$ cat config.mk
export PLATFORM = sky130hd
export DESIGN_NAME = adder_16bit_accum
export DESIGN_NICKNAME = d
export VERILOG_FILES = /design/src/rtl/adder_16bit_accum.sv
export SDC_FILE = /design/constraint.sdc
export NUM_CORES = 1
export LEC_CHECK = 0
export CAP_MARGIN = 10
export CORE_MARGIN = 4
export CORE_UTILIZATION = 50
export DETAILED_ROUTE_END_ITERATION = 8
export PLACE_DENSITY = 0.76
export SETUP_SLACK_MARGIN = 0.05
export SYNTH_ARGS = -nofsm -noshare
export SYNTH_HDL_FRONTEND = slang
export SYNTH_SLANG_ARGS = --single-unit
$ cat constraint.sdc
create_clock -name clk -period 7.7 [get_ports clk]
set_input_delay 2.31 -clock clk [delete_from_list [all_inputs] [get_ports clk]]
set_output_delay 2.31 -clock clk [all_outputs]
set_load 0.02 [all_outputs]
$ cat src/rtl/adder_16bit_accum.sv
// adder_16bit_accum
//
// Accumulates the 17-bit results of a 16-bit adder ({in_co, in_sum}) into a wide
// accumulator. One result is taken per valid/ready beat. A burst closes after
// BURST_LEN beats, or earlier when flush is raised after at least one beat. The
// closed burst is then offered on a valid/ready output as a total, a beat count and
// a sticky overflow flag. While that output waits, the input stalls.
//
// Ports
//   clk        clock; all state changes on the rising edge
//   rst        synchronous, active-high reset
//   in_valid   adder result valid
//   in_ready   a result can be accepted this cycle
//   in_sum     adder y
//   in_co      adder carry-out
//   flush      close the current burst early
//   out_valid  burst total available
//   out_ready  sink accepts the total
//   out_acc    accumulated total; saturates at all-ones
//   out_cnt    number of beats in the burst
//   out_ovf    the accumulator overflowed at some point during the burst
module adder_16bit_accum #(
    parameter int unsigned BURST_LEN = 16,
    parameter int unsigned ACC_W     = 24,
    parameter int unsigned CNT_W     = $clog2(BURST_LEN + 1)
) (
    input  logic             clk,
    input  logic             rst,
    input  logic             in_valid,
    output logic             in_ready,
    input  logic [15:0]      in_sum,
    input  logic             in_co,
    input  logic             flush,
    output logic             out_valid,
    input  logic             out_ready,
    output logic [ACC_W-1:0] out_acc,
    output logic [CNT_W-1:0] out_cnt,
    output logic             out_ovf
);

    typedef enum logic [1:0] {StIdle, StAccum, StDone} state_e;

    localparam logic [CNT_W-1:0] BurstLenC = CNT_W'(BURST_LEN);
    localparam logic [ACC_W-1:0] AccMax    = '1;

    state_e           state_q, state_d;
    logic [ACC_W-1:0] acc_q, acc_d;
    logic [CNT_W-1:0] cnt_q, cnt_d;
    logic             ovf_q, ovf_d;
    logic [ACC_W-1:0] out_acc_q, out_acc_d;
    logic [CNT_W-1:0] out_cnt_q, out_cnt_d;
    logic             out_ovf_q, out_ovf_d;

    logic             beat;
    logic             close;
    logic [ACC_W-1:0] val;
    logic [ACC_W:0]   sum_wide;
    logic [CNT_W-1:0] cnt_inc;

    // Reset overrides everything, including the input handshake.
    assign in_ready = ~rst & (state_q != StDone);
    assign beat     = in_valid & in_ready;
    assign val      = ACC_W'({in_co, in_sum});
    // One extra bit so the carry-out of the accumulator is visible.
    assign sum_wide = {1'b0, acc_q} + {1'b0, val};
    assign cnt_inc  = cnt_q + 1'b1;

    always_comb begin
        state_d = state_q;
        acc_d   = acc_q;
        cnt_d   = cnt_q;
        ovf_d   = ovf_q;
        close   = 1'b0;

        unique case (state_q)
            StIdle: begin
                // A flush on its own is ignored here, so empty bursts never appear.
                if (beat) begin
                    acc_d   = val;
                    cnt_d   = CNT_W'(1);
                    ovf_d   = 1'b0;
                    state_d = StAccum;
                    close   = (BURST_LEN == 1) || flush;
                end
            end
            StAccum: begin
                if (beat) begin
                    cnt_d = cnt_inc;
                    // Once saturated, acc stays pinned at all-ones until the burst ends.
                    if (sum_wide[ACC_W] || ovf_q) begin
                        acc_d = AccMax;
                        ovf_d = 1'b1;
                    end else begin
                        acc_d = sum_wide[ACC_W-1:0];
                    end
                    close = (cnt_inc == BurstLenC) || flush;
                end else if (flush) begin
                    close = 1'b1;
                end
            end
            StDone: begin
                if (out_ready) begin
                    state_d = StIdle;
                    acc_d   = '0;
                    cnt_d   = '0;
                    ovf_d   = 1'b0;
                end
            end
            default: state_d = StIdle;
        endcase

        if (close) begin
            state_d = StDone;
        end
    end

    // Output registers load only when a burst closes, so they keep the last total
    // through IDLE/ACCUM and stay stable while DONE waits for the sink.
    always_comb begin
        out_acc_d = out_acc_q;
        out_cnt_d = out_cnt_q;
        out_ovf_d = out_ovf_q;
        if (close) begin
            out_acc_d = acc_d;
            out_cnt_d = cnt_d;
            out_ovf_d = ovf_d;
        end
    end

    always_ff @(posedge clk) begin
        if (rst) begin
            state_q   <= StIdle;
            acc_q     <= '0;
            cnt_q     <= '0;
            ovf_q     <= 1'b0;
            out_acc_q <= '0;
            out_cnt_q <= '0;
            out_ovf_q <= 1'b0;
        end else begin
            state_q   <= state_d;
            acc_q     <= acc_d;
            cnt_q     <= cnt_d;
            ovf_q     <= ovf_d;
            out_acc_q <= out_acc_d;
            out_cnt_q <= out_cnt_d;
            out_ovf_q <= out_ovf_d;
        end
    end

    assign out_valid = (state_q == StDone);
    assign out_acc   = out_acc_q;
    assign out_cnt   = out_cnt_q;
    assign out_ovf   = out_ovf_q;

endmodule

==> key figures, run 1 <==
Status
  – Status: finished clean

Detailed routing
  – WL/cell: roughly 18 um
  – Routed via count: about 3900
  – Post-DRT Antenna Nets: 0
  – Via density: 6.18
  – TritonRoute pass-1 iters: 5
  – Iter 0 DRT Violations: 234
  – Detailed Route WL: around 11000 um
  – DR DRC count: 0

STA
  – RSZ-0062 raised after global routing: no
  – Final worst path period share: 74.6%
  – Clk_skew: approximately 0.015 ns
  – Slew HR: around a quarter
  – Setup TNS: 0 ns
  – Hold_ws: between 0.4 and 0.5 ns
  – Max Fclk: approximately 170 MHz
  – Slew Viols, Final: 0
  – Worst-Margin Slew: between 1 and 1.5 ns
  – Slack of the critical path: between 1.5 and 2 ns
  – Hold Fails Final Rpt: 0
  – Min cycle time layout: about 5.7 ns
  – Setup-failing EPs final: 0

Power and ir drop
  – Power Total: ~0.00084 W
  – Clock network power share: 31.5%
  – Power Dens Cells: between 150 and 200 nW/um^2
  – Switching Share: between 30 and 40%
  – Flop pwr share: 42.0%
  – Peak supply drop: 0.102 mV
  – Combinational share of power: 26.5%
  – NetSw: about 0.00029 W
  – P_int: between 0.0005 and 0.0006 W
  – Lkg Pwr: around 1.7 nW

Synthesis
  – Sequential cell area fraction in the yosys report: between 30% and 40%
  – Flops & latches, synth: 62
  – Post-synth EDFFs: 0
  – Post-Syn Area per Cell: approximately 8 sq um
  – Yosys cell types: between 70 and 80
  – Mapped Area: 3950 sq um
  – Mapped Nets: about 530
  – Cell taking the most area after synthesis: dfxtp_1
  – Post-synthesis cell count: 491
  – Fraction of registers with async set/reset: 0%
  – Post-synth top flop: dfxtp_1
  – Synth warn: 0
  – Main area contributors after synthesis: dfxtp_1, nor2_1, ha_1
  – Top cell type's share of synthesized area: about a third

Critical path
  – Worst-path cell chain: clkdlybuf4s50_1 > nor2_1 > clkdlybuf4s50_1
  – CP Data Required Time: roughly 5.4 ns
  – Crit path capture type: primary output
  – Top delay family on crit path: buffers and inverters
  – Setup CP Type: input pin to primary output
  – Setup slack, reg-to-reg: 4.15 ns
  – Most used cell, CP: clkdlybuf4s50_1
  – WP buf/inv: 2
  – Slowest cell on crit path: clkdlybuf4s50_1
  – CP arrival: about 3.4 ns
  – Crit Path Max Fanout: 2
  – R2r worst-path depth: 9
  – CP peak stage delay: roughly 0.6 ns
  – Worst reg2reg startpoint: acc_q[0]
  – CP Launch Type: input pin
  – Critical R2R Capture: out_acc[20]

CTS
  – H-tree levels: 3
  – Total CTS buffers: 9
  – # Post-CTS Setup Buffers: 0
  – Reg clk slew, reported paths: 0.07 ns
  – Clock Sinks: 62
  – CTS-repair resized insts: 0
  – Skew-Pair Late Insertion Delay: roughly 0.34 ns
  – CTS Buffer Depth: 2
  – Clk root buf: clkbuf_8
  – Hold buffer count at CTS: 0
  – CTS tree: done

Worst hold path
  – Hold path depth: 2
  – Hold Path Sink: out_acc[19]
  – HP Start: out_acc[19]
  – Min-delay worst type: register to register

Place
  – Final RePlAce weighted congestion: between 0.9 and 1
  – Port bufs: between 50 and 60
  – Pre-CTS worst setup slack: between 1.5 and 2 ns
  – Final HPWL DP: 8100 um

Floorplanning
  – Die X: between 90 and 100 um
  – Cell Rows: 32
  – Die area: about 9400 sq um
  – Initial Util: about 51%
  – Boundary Pins: 54
  – Total core area: 7690 sq um
  – Die height: 96.9 um

Global route
  – Pin count of the biggest net entering global routing: 48
  – Vias in the first global route: around 3800
  – First-pass GRT wire length: 19000 um
  – GR Util All Layers: about 24%
  – Initial antenna violation count: 0
  – Total grt overflow: 0

Cells and area
  – Most frequent cells in the layout: nor2_1, dfxtp_1, clkdlybuf4s50_1
  – Final Net Count: between 500 and 600
  – Leading cell type in the layout, fill and taps excluded: nor2_1
  – Layout cells sized above 1: under 10%
  – Area added between synthesis and finish: 17.8%
  – Fillers: 730
  – Antenna cells: 0

Job
  – Max Cap Viol: 0
-- Yosys cell counts, types with 6 or more instances --
library cell	count
nand2_1	30
a22oi_1	8
buf_2	10
nand3_1	9
xnor2_1	8
a21oi_1	42
nand4_1	6
nor3_1	20
a211oi_1	15
clkbuf_1	11
dfxtp_1	62
a31oi_1	12
o31ai_1	7
o21ai_0	40
ha_1	20
inv_1	6
nor2_1	70
-- power groups by stage --
stage                     Clock (W)  Combinational (W)  Sequential (W)
after floorplan                   0           0.000145        0.000368
after detailed placement          0           0.000220        0.000361
after CTS                  0.000269           0.000221        0.000354
final                      0.000265           0.000224        0.000354
after global routing       0.000284           0.000244        0.000357
after global placement            0           0.000217        0.000360
-- state kept, by name, summed over array words and instances (netlist names) --
register	count
state_q	2
out_cnt	5
ovf_q	1
acc_q	24
out_acc	24
out_ovf	1
cnt_q	5
-- layout make-up --
type / count / area [sq um] / share of cell area (%)
multi-input cells: 392 / 2520 / 54.2
flip-flops and latches: 62 / 1240 / 26.7
repair buffers: 57 / 561 / 12.0
clock buffers: 11 / 141 / 3.04
well taps: 102 / 128 / 2.74
clock inverters: 5 / 33.8 / 0.726
inverters: 7 / 26.3 / 0.565
-- logic make-up (layout without fill, tap and decap cells) --
kind of cell             after synthesis  in the layout  synth area share (%)
AO/OA/AOI/OAI                        183            183                  32.6
AND/OR/NAND/NOR                      172            172                  20.6
flip-flops                            62             62                  31.4
buffers and inverters                 37             80                  4.82
adder cells (fa/ha/maj)               21             21                  6.84
XOR/XNOR                              13             13                  2.88
multiplexers                           3              3                 0.760
-- routing by layer --
| layer | track usage [%] | vias up | share of wire, % | wire length [um] |
|---|---|---|---|---|
| li1 | - | 1921 | - | - |
| met1 | 32.9 | 1833 | 45 | 5100 |
| met2 | 38.7 | 158 | 45 | 5170 |
| met3 | 4.40 | 20 | 7.7 | 881 |
| met4 | 7.88 | 0 | 1.9 | 211 |
| met5 | 0 | - | 0 | 0 |
-- tightest hold or removal path: cells and delay by family, from the launching register on --
family,cells,cell delay [ns]
compound gates,1,0.06
simple gates,1,0.04
flops,1,0.33
-- worst max-delay path by stage --
stage	start	endpoint	slack, ns	depth (start not counted)
2_1_floorplan	rst	in_ready	2.42	3
3_3_place_gp	in_sum[0]	out_acc[20]	1.77	10
3_5_place_dp	in_sum[0]	out_acc[20]	1.69	10
4_1_cts	rst	in_ready	1.95	3
5_1_grt	in_sum[0]	out_acc[20]	1.83	10
6_report	rst	in_ready	1.95	3
-- metrics by stage --
step	instances	cell area, sq um	utilization [%]
global route	636	4650	60.5
finish	636	4650	60.5
CTS	636	4650	60.5
floorplan	491	3950	-
detailed placement	620	4480	58.3
global placement	620	4480	58.3
No activity file was read; power rests on OpenSTA's default activity.
==> run 2: changes to the inputs <==
--- a/config.mk
+++ b/config.mk
@@ -9,7 +9,7 @@
 export CORE_MARGIN = 4
 export CORE_UTILIZATION = 50
 export DETAILED_ROUTE_END_ITERATION = 8
-export PLACE_DENSITY = 0.76
+export PLACE_DENSITY = 0.79
 export SETUP_SLACK_MARGIN = 0.05
 export SYNTH_ARGS = -nofsm -noshare
 export SYNTH_HDL_FRONTEND = slang
==> constraint.sdc (replaced) <==
create_clock -name clk -period 4.89 [get_ports clk]
set_input_delay 1.467 -clock clk [delete_from_list [all_inputs] [get_ports clk]]
set_output_delay 1.467 -clock clk [all_outputs]
set_load 0.02 [all_outputs]
==> key figures, run 2 (synthesis results as in run 1) <==
STA
  – Slew HR: 43.8% (+18 points)
  – Hold_ws: 0.453 ns (-0.00918 ns)
  – Setup-failing EPs final: 0 (unchanged)
  – Slack of the critical path: 0.653 ns (-1.30 ns)
  – Clk_skew: 0.00615 ns (-0.00856 ns)
  – Setup TNS: 0 ns (unchanged)
  – Min cycle time layout: around 4.2 ns
  – Final worst path period share: 86.7%
  – RSZ-0062 raised after global routing: no
  – Hold Fails Final Rpt: 0 (unchanged)
  – Slew Viols, Final: 0 (unchanged)
  – Max Fclk: between 200 and 250 MHz
  – Worst-Margin Slew: 0.842 ns (-0.274 ns)

CTS
  – CTS tree: done
  – Total CTS buffers: 9 (unchanged)
  – Hold buffer count at CTS: 0 (unchanged)
  – Clock Sinks: 62 (unchanged)
  – CTS-repair resized insts: 0 (unchanged)
  – Clk root buf: clkbuf_8
  – CTS Buffer Depth: 2 (unchanged)
  – Reg clk slew, reported paths: 0.07 ns (about the same)
  – H-tree levels: 3 (unchanged)
  – Skew-Pair Late Insertion Delay: 0.35 ns (about the same)
  – # Post-CTS Setup Buffers: 0 (unchanged)

Floorplanning
  – Boundary Pins: 54 (unchanged)
  – Total core area: 7690 sq um (unchanged)
  – Die X: 96.9 um (unchanged)
  – Initial Util: 51.4% (unchanged)
  – Die area: 9380 sq um (unchanged)
  – Cell Rows: 32 (unchanged)
  – Die height: 96.9 um (unchanged)

Global route
  – Total grt overflow: 0 (unchanged)
  – Pin count of the biggest net entering global routing: 48 (unchanged)
  – GR Util All Layers: 24.3% (+0.14 points)
  – First-pass GRT wire length: 19000 um (about the same)
  – Vias in the first global route: 3859 (+0.34%)
  – Initial antenna violation count: 0 (unchanged)

Cells and area
  – Layout cells sized above 1: 8.89% (+1.2 points)
  – Most frequent cells in the layout: nor2_1, dfxtp_1, clkdlybuf4s50_1
  – Area added between synthesis and finish: 20.0%
  – Final Net Count: 579 (+1.2%)
  – Antenna cells: 0 (unchanged)
  – Leading cell type in the layout, fill and taps excluded: nor2_1
  – Fillers: 707 (-3.2%)

Critical path
  – Slowest cell on crit path: clkdlybuf4s50_1
  – R2r worst-path depth: 10 (+1)
  – Worst reg2reg startpoint: acc_q[0]
  – CP Data Required Time: 5.11 ns (-0.28 ns)
  – CP arrival: 4.46 ns (+1.02 ns)
  – WP buf/inv: 2 (unchanged)
  – Setup slack, reg-to-reg: 2.01 ns (-2.14 ns)
  – Top delay family on crit path: compound AO/OA/AOI/OAI gates
  – Setup CP Type: input pin to register
  – Crit path capture type: register
  – Critical R2R Capture: out_acc[18]
  – CP peak stage delay: 0.49 ns (-0.12 ns)
  – Crit Path Max Fanout: 11 (+9)
  – Worst-path cell chain: clkdlybuf4s50_1 > ha_1 > fa_1 > a211oi_2 > o21a_1 > o21ai_4 > a41oi_2 > buf_4 > a21oi_1 > a311oi_1 > o32ai_1
  – CP Launch Type: input pin

Place
  – Pre-CTS worst setup slack: 0.369 ns (-1.32 ns)
  – Final HPWL DP: 8290 um (+2.3%)
  – Final RePlAce weighted congestion: 0.915 (-1.2%)
  – Port bufs: 53 (unchanged)

Worst hold path
  – Hold path depth: 2 (unchanged)
  – HP Start: out_acc[19]
  – Min-delay worst type: register to register
  – Hold Path Sink: out_acc[19]

Detailed routing
  – Via density: 6.27 (+1.4%)
  – WL/cell: 17.8 um (-0.53%)
  – TritonRoute pass-1 iters: 5 (unchanged)
  – Detailed Route WL: 11400 um (+0.41%)
  – DR DRC count: 0 (unchanged)
  – Iter 0 DRT Violations: 311 (+33%)
  – Routed via count: 4025 (+2.4%)
  – Post-DRT Antenna Nets: 0 (unchanged)

Power and ir drop
  – Peak supply drop: 0.177 mV (+74%)
  – Lkg Pwr: 1.76 nW (+3.1%)
  – Power Dens Cells: 293 nW/um^2 (+62%)

Status
  – Status: finished clean

Job
  – Max Cap Viol: 0 (unchanged)
[run 2: worst reg2reg max path: cells and delay by family (launching register included)]
family / cells / cell delay [ns]
flip-flops: 1 / 0.32
buffers and inverters: 1 / 0.24
adder cells (fa/ha/maj): 2 / 0.68
AO/OA/AOI/OAI: 7 / 1.54
[run 2: metrics by stage]
| stage | std cells | cell area [sq um] | utilization (%) | power (W) |
|---|---|---|---|---|
| 6_report | 642 | 4740 | 61.6 | 0.00139 |
| 5_1_grt | 642 | 4740 | 61.6 | 0.00145 |
| 4_1_cts | 642 | 4740 | 61.6 | 0.00139 |
| 3_5_place_dp | 627 | 4530 | 58.9 | 0.000919 |
| 3_3_place_gp | 627 | 4530 | 58.9 | 0.000914 |
| 2_1_floorplan | 491 | 3950 | - | 0.000807 |
[run 2: how the worst max path moves through the flow]
stage | startpoint | end | slack, ns | cells after the start
after floorplan | in_sum[0] | out_acc[10] | 1.22 | 10
after global placement | in_sum[0] | out_acc[18] | 0.52 | 11
after detailed placement | in_sum[0] | out_acc[18] | 0.37 | 11
after CTS | in_sum[0] | out_acc[18] | 0.71 | 11
after global routing | in_sum[0] | out_acc[18] | 0.50 | 11
final | in_sum[0] | out_acc[18] | 0.65 | 11
[run 2: final cells by class]
cell class / count / area, sq um / share of cell area [%]
Multi-Input combinational cell: 392 / 2520 / 53.2
Sequential cell: 62 / 1240 / 26.2
Timing Repair Buffer: 64 / 613 / 12.9
Clock buffer: 12 / 165 / 3.49
Tap cell: 102 / 128 / 2.69
Clock inverter: 3 / 42.5 / 0.898
Inverter: 7 / 26.3 / 0.555
[run 2: where the power goes]
group | total (W) | internal [W] | leakage (nW) | switching, W
registers | 0.000558 | 0.000534 | 0.505 | 0.0000240
clock network | 0.000475 | 0.000273 | 0.104 | 0.000201
logic | 0.000357 | 0.000147 | 1.15 | 0.000210
total | 0.00139 | 0.000954 | 1.76 | 0.000435
[run 2: layer usage]
metal / GRT usage [%] / up-vias / share of wire, %
met1: 32.7 / 1878 / 44
li1: - / 1932 / -
met3: 5.19 / 37 / 7.2
met5: 0 / - / 0
met4: 10.2 / 0 / 2.8
met2: 37.8 / 178 / 46
==> run 3: changes to the inputs <==
--- a/config.mk
+++ b/config.mk
@@ -9,7 +9,8 @@
 export CORE_MARGIN = 4
 export CORE_UTILIZATION = 50
 export DETAILED_ROUTE_END_ITERATION = 8
-export PLACE_DENSITY = 0.79
+export DONT_BUFFER_PORTS = 1
+export PLACE_DENSITY = 0.7
 export SETUP_SLACK_MARGIN = 0.05
 export SYNTH_ARGS = -nofsm -noshare
 export SYNTH_HDL_FRONTEND = slang
==> key figures, run 3 (synthesis results as in run 1) <==
Status
  – Status: finished clean

Power and ir drop
  – Switching Share: 32.1% (+0.79 points)
  – P_int: 0.000941 W (-1.4%)
  – Power Dens Cells: 329 nW/um^2 (+12%)
  – Combinational share of power: 19.7% (-6.0 points)
  – Flop pwr share: 41.8% (+1.7 points)
  – Clock network power share: 38.4% (+4.2 points)
  – Power Total: 0.00139 W (-0.25%)
  – Lkg Pwr: 1.55 nW (-12%)
  – NetSw: 0.000445 W (+2.3%)
  – Peak supply drop: 0.192 mV (+8.1%)

Place
  – Final RePlAce weighted congestion: 0.930 (+1.7%)
  – Port bufs: 0 (-100%)
  – Placed cell count: 571 (-8.9%)
  – Final HPWL DP: 8060 um (-2.8%)

CTS
  – CTS tree: done
  – # Post-CTS Setup Buffers: 0 (unchanged)
  – Reg clk slew, reported paths: 0.08 ns (about the same)
  – Clk root buf: clkbuf_8
  – Skew-Pair Late Insertion Delay: 0.35 ns (about the same)
  – Hold buffer count at CTS: 0 (unchanged)
  – Total CTS buffers: 9 (unchanged)
  – CTS-repair resized insts: 0 (unchanged)
  – H-tree levels: 3 (unchanged)
  – Clock Sinks: 62 (unchanged)
  – CTS Buffer Depth: 2 (unchanged)

STA
  – Slew Viols, Final: 0 (unchanged)
  – Final worst path period share: 77.5% (-9.1 points)
  – Slew HR: 29.2% (-15 points)
  – Clk_skew: 0.00887 ns (+0.00272 ns)
  – Hold Fails Final Rpt: 0 (unchanged)
  – Setup-failing EPs final: 0 (unchanged)
  – Setup TNS: 0 ns (unchanged)
  – RSZ-0062 raised after global routing: no
  – Max Fclk: 264 MHz (+12%)
  – Worst-Margin Slew: 1.05 ns (+0.211 ns)
  – Min cycle time layout: 3.79 ns (-0.446 ns)

Detailed routing
  – Iter 0 DRT Violations: 292 (-6.1%)
  – Via density: 6.57 (+4.9%)
  – Routed via count: 3859 (-4.1%)
  – DR DRC count: 0 (unchanged)
  – Post-DRT Antenna Nets: 0 (unchanged)
  – Detailed Route WL: 11400 um (-0.11%)
  – WL/cell: 19.4 um (+9.3%)
  – TritonRoute pass-1 iters: 5 (unchanged)

Global route
  – GR Util All Layers: 23.9% (-0.39 points)
  – First-pass GRT wire length: 18300 um (-3.3%)
  – Total grt overflow: 0 (unchanged)
  – Pin count of the biggest net entering global routing: 49 (+2.1%)
  – Initial antenna violation count: 0 (unchanged)
  – Vias in the first global route: 3498 (-9.4%)

Floorplanning
  – Initial Util: 51.4% (unchanged)
  – Die X: 96.9 um (unchanged)
  – Cell Rows: 32 (unchanged)
  – Die height: 96.9 um (unchanged)
  – Total core area: 7690 sq um (unchanged)
  – Boundary Pins: 54 (unchanged)
  – Die area: 9380 sq um (unchanged)

Critical path
  – Slowest cell on crit path: a221o_1
  – Top delay family on crit path: compound AO/OA/AOI/OAI gates
  – Crit Path Max Fanout: 12 (+1)
  – WP buf/inv: 0 (-2)
  – CP arrival: 4.04 ns (-0.42 ns)
  – Worst-path cell chain: ha_1 > fa_1 > a211oi_2 > o21a_1 > o21ai_4 > a41oi_2 > nand2_1 > a221o_1 > a32o_1
  – CP Data Required Time: 5.14 ns (+0.03 ns)
  – Crit path capture type: register
  – CP Launch Type: input pin
  – CP peak stage delay: 0.48 ns (about the same)
  – Setup CP Type: input pin to register

Cells and area
  – Antenna cells: 0 (unchanged)
  – Leading cell type in the layout, fill and taps excluded: nor2_1
  – Fillers: 738 (+4.4%)
  – Area added between synthesis and finish: 6.56%
  – Final Net Count: 523 (-9.7%)
  – Most frequent cells in the layout: nor2_1, dfxtp_1, a21oi_1
  – Layout cells sized above 1: 9.48% (+0.60 points)
  – Layout Cells excl Fill: 587 (-8.6%)

Worst hold path
  – Min-delay worst type: register to register

Job
  – Max Cap Viol: 0 (unchanged)
-- run 3: cell type report --
class | count | area (sq um) | share of cell area [%]
inverters | 7 | 26.3 | 0.624
multi-input cells | 392 | 2520 | 59.9
flip-flops and latches | 62 | 1240 | 29.5
clock buffers | 10 | 138 | 3.27
well taps | 102 | 128 | 3.03
clock inverters | 6 | 92.6 | 2.20
repair buffers | 8 | 60.1 | 1.43
-- run 3: per-layer routing --
| metal | part of all wire [%] | vias to the layer above | global-route usage [%] |
|---|---|---|---|
| li1 | - | 1827 | - |
| met1 | 45 | 1852 | 32.4 |
| met2 | 45 | 159 | 36.9 |
| met3 | 8.0 | 21 | 5.55 |
| met4 | 2.3 | 0 | 9.07 |
| met5 | 0 | - | 0 |
-- run 3: final timing paths --
| kind | startpoint | end | slack (ns) | depth (start not counted) |
|---|---|---|---|---|
| setup / recovery | in_sum[0] | out_acc[20] | 1.10 | 9 |
| hold / removal | acc_q[14] | acc_q[14] | 0.51 | 2 |
| setup reg to reg | acc_q[0] | out_acc[20] | 1.90 | 9 |
| hold reg to reg | acc_q[14] | acc_q[14] | 0.51 | 2 |
-- run 3: per-stage QoR --
stage	worst slack (ns)	cell area, sq um	util [%]	hold slack, ns
2_1_floorplan	1.22	3950	-	0.488
3_3_place_gp	0.842	3980	51.7	0.502
3_5_place_dp	0.774	3980	51.7	0.507
4_1_cts	1.15	4210	54.7	0.518
5_1_grt	0.988	4210	54.7	0.564
6_report	1.10	4210	54.7	0.515
-- run 3: worst min-delay path, delay by kind of cell (launching register included) --
family           cells  cell delay [ns]
AND/OR/NAND/NOR      1             0.06
flip-flops           1             0.34
AO/OA/AOI/OAI        1             0.07
-- run 3: power by group through the flow --
stage               clock [W]  combinational, W  sequential [W]
detailed placement          0          0.000268        0.000592
finish               0.000533          0.000273        0.000580
global placement            0          0.000263        0.000590
global route         0.000566          0.000302        0.000585
floorplan                   0          0.000229        0.000579
CTS                  0.000541          0.000270        0.000580
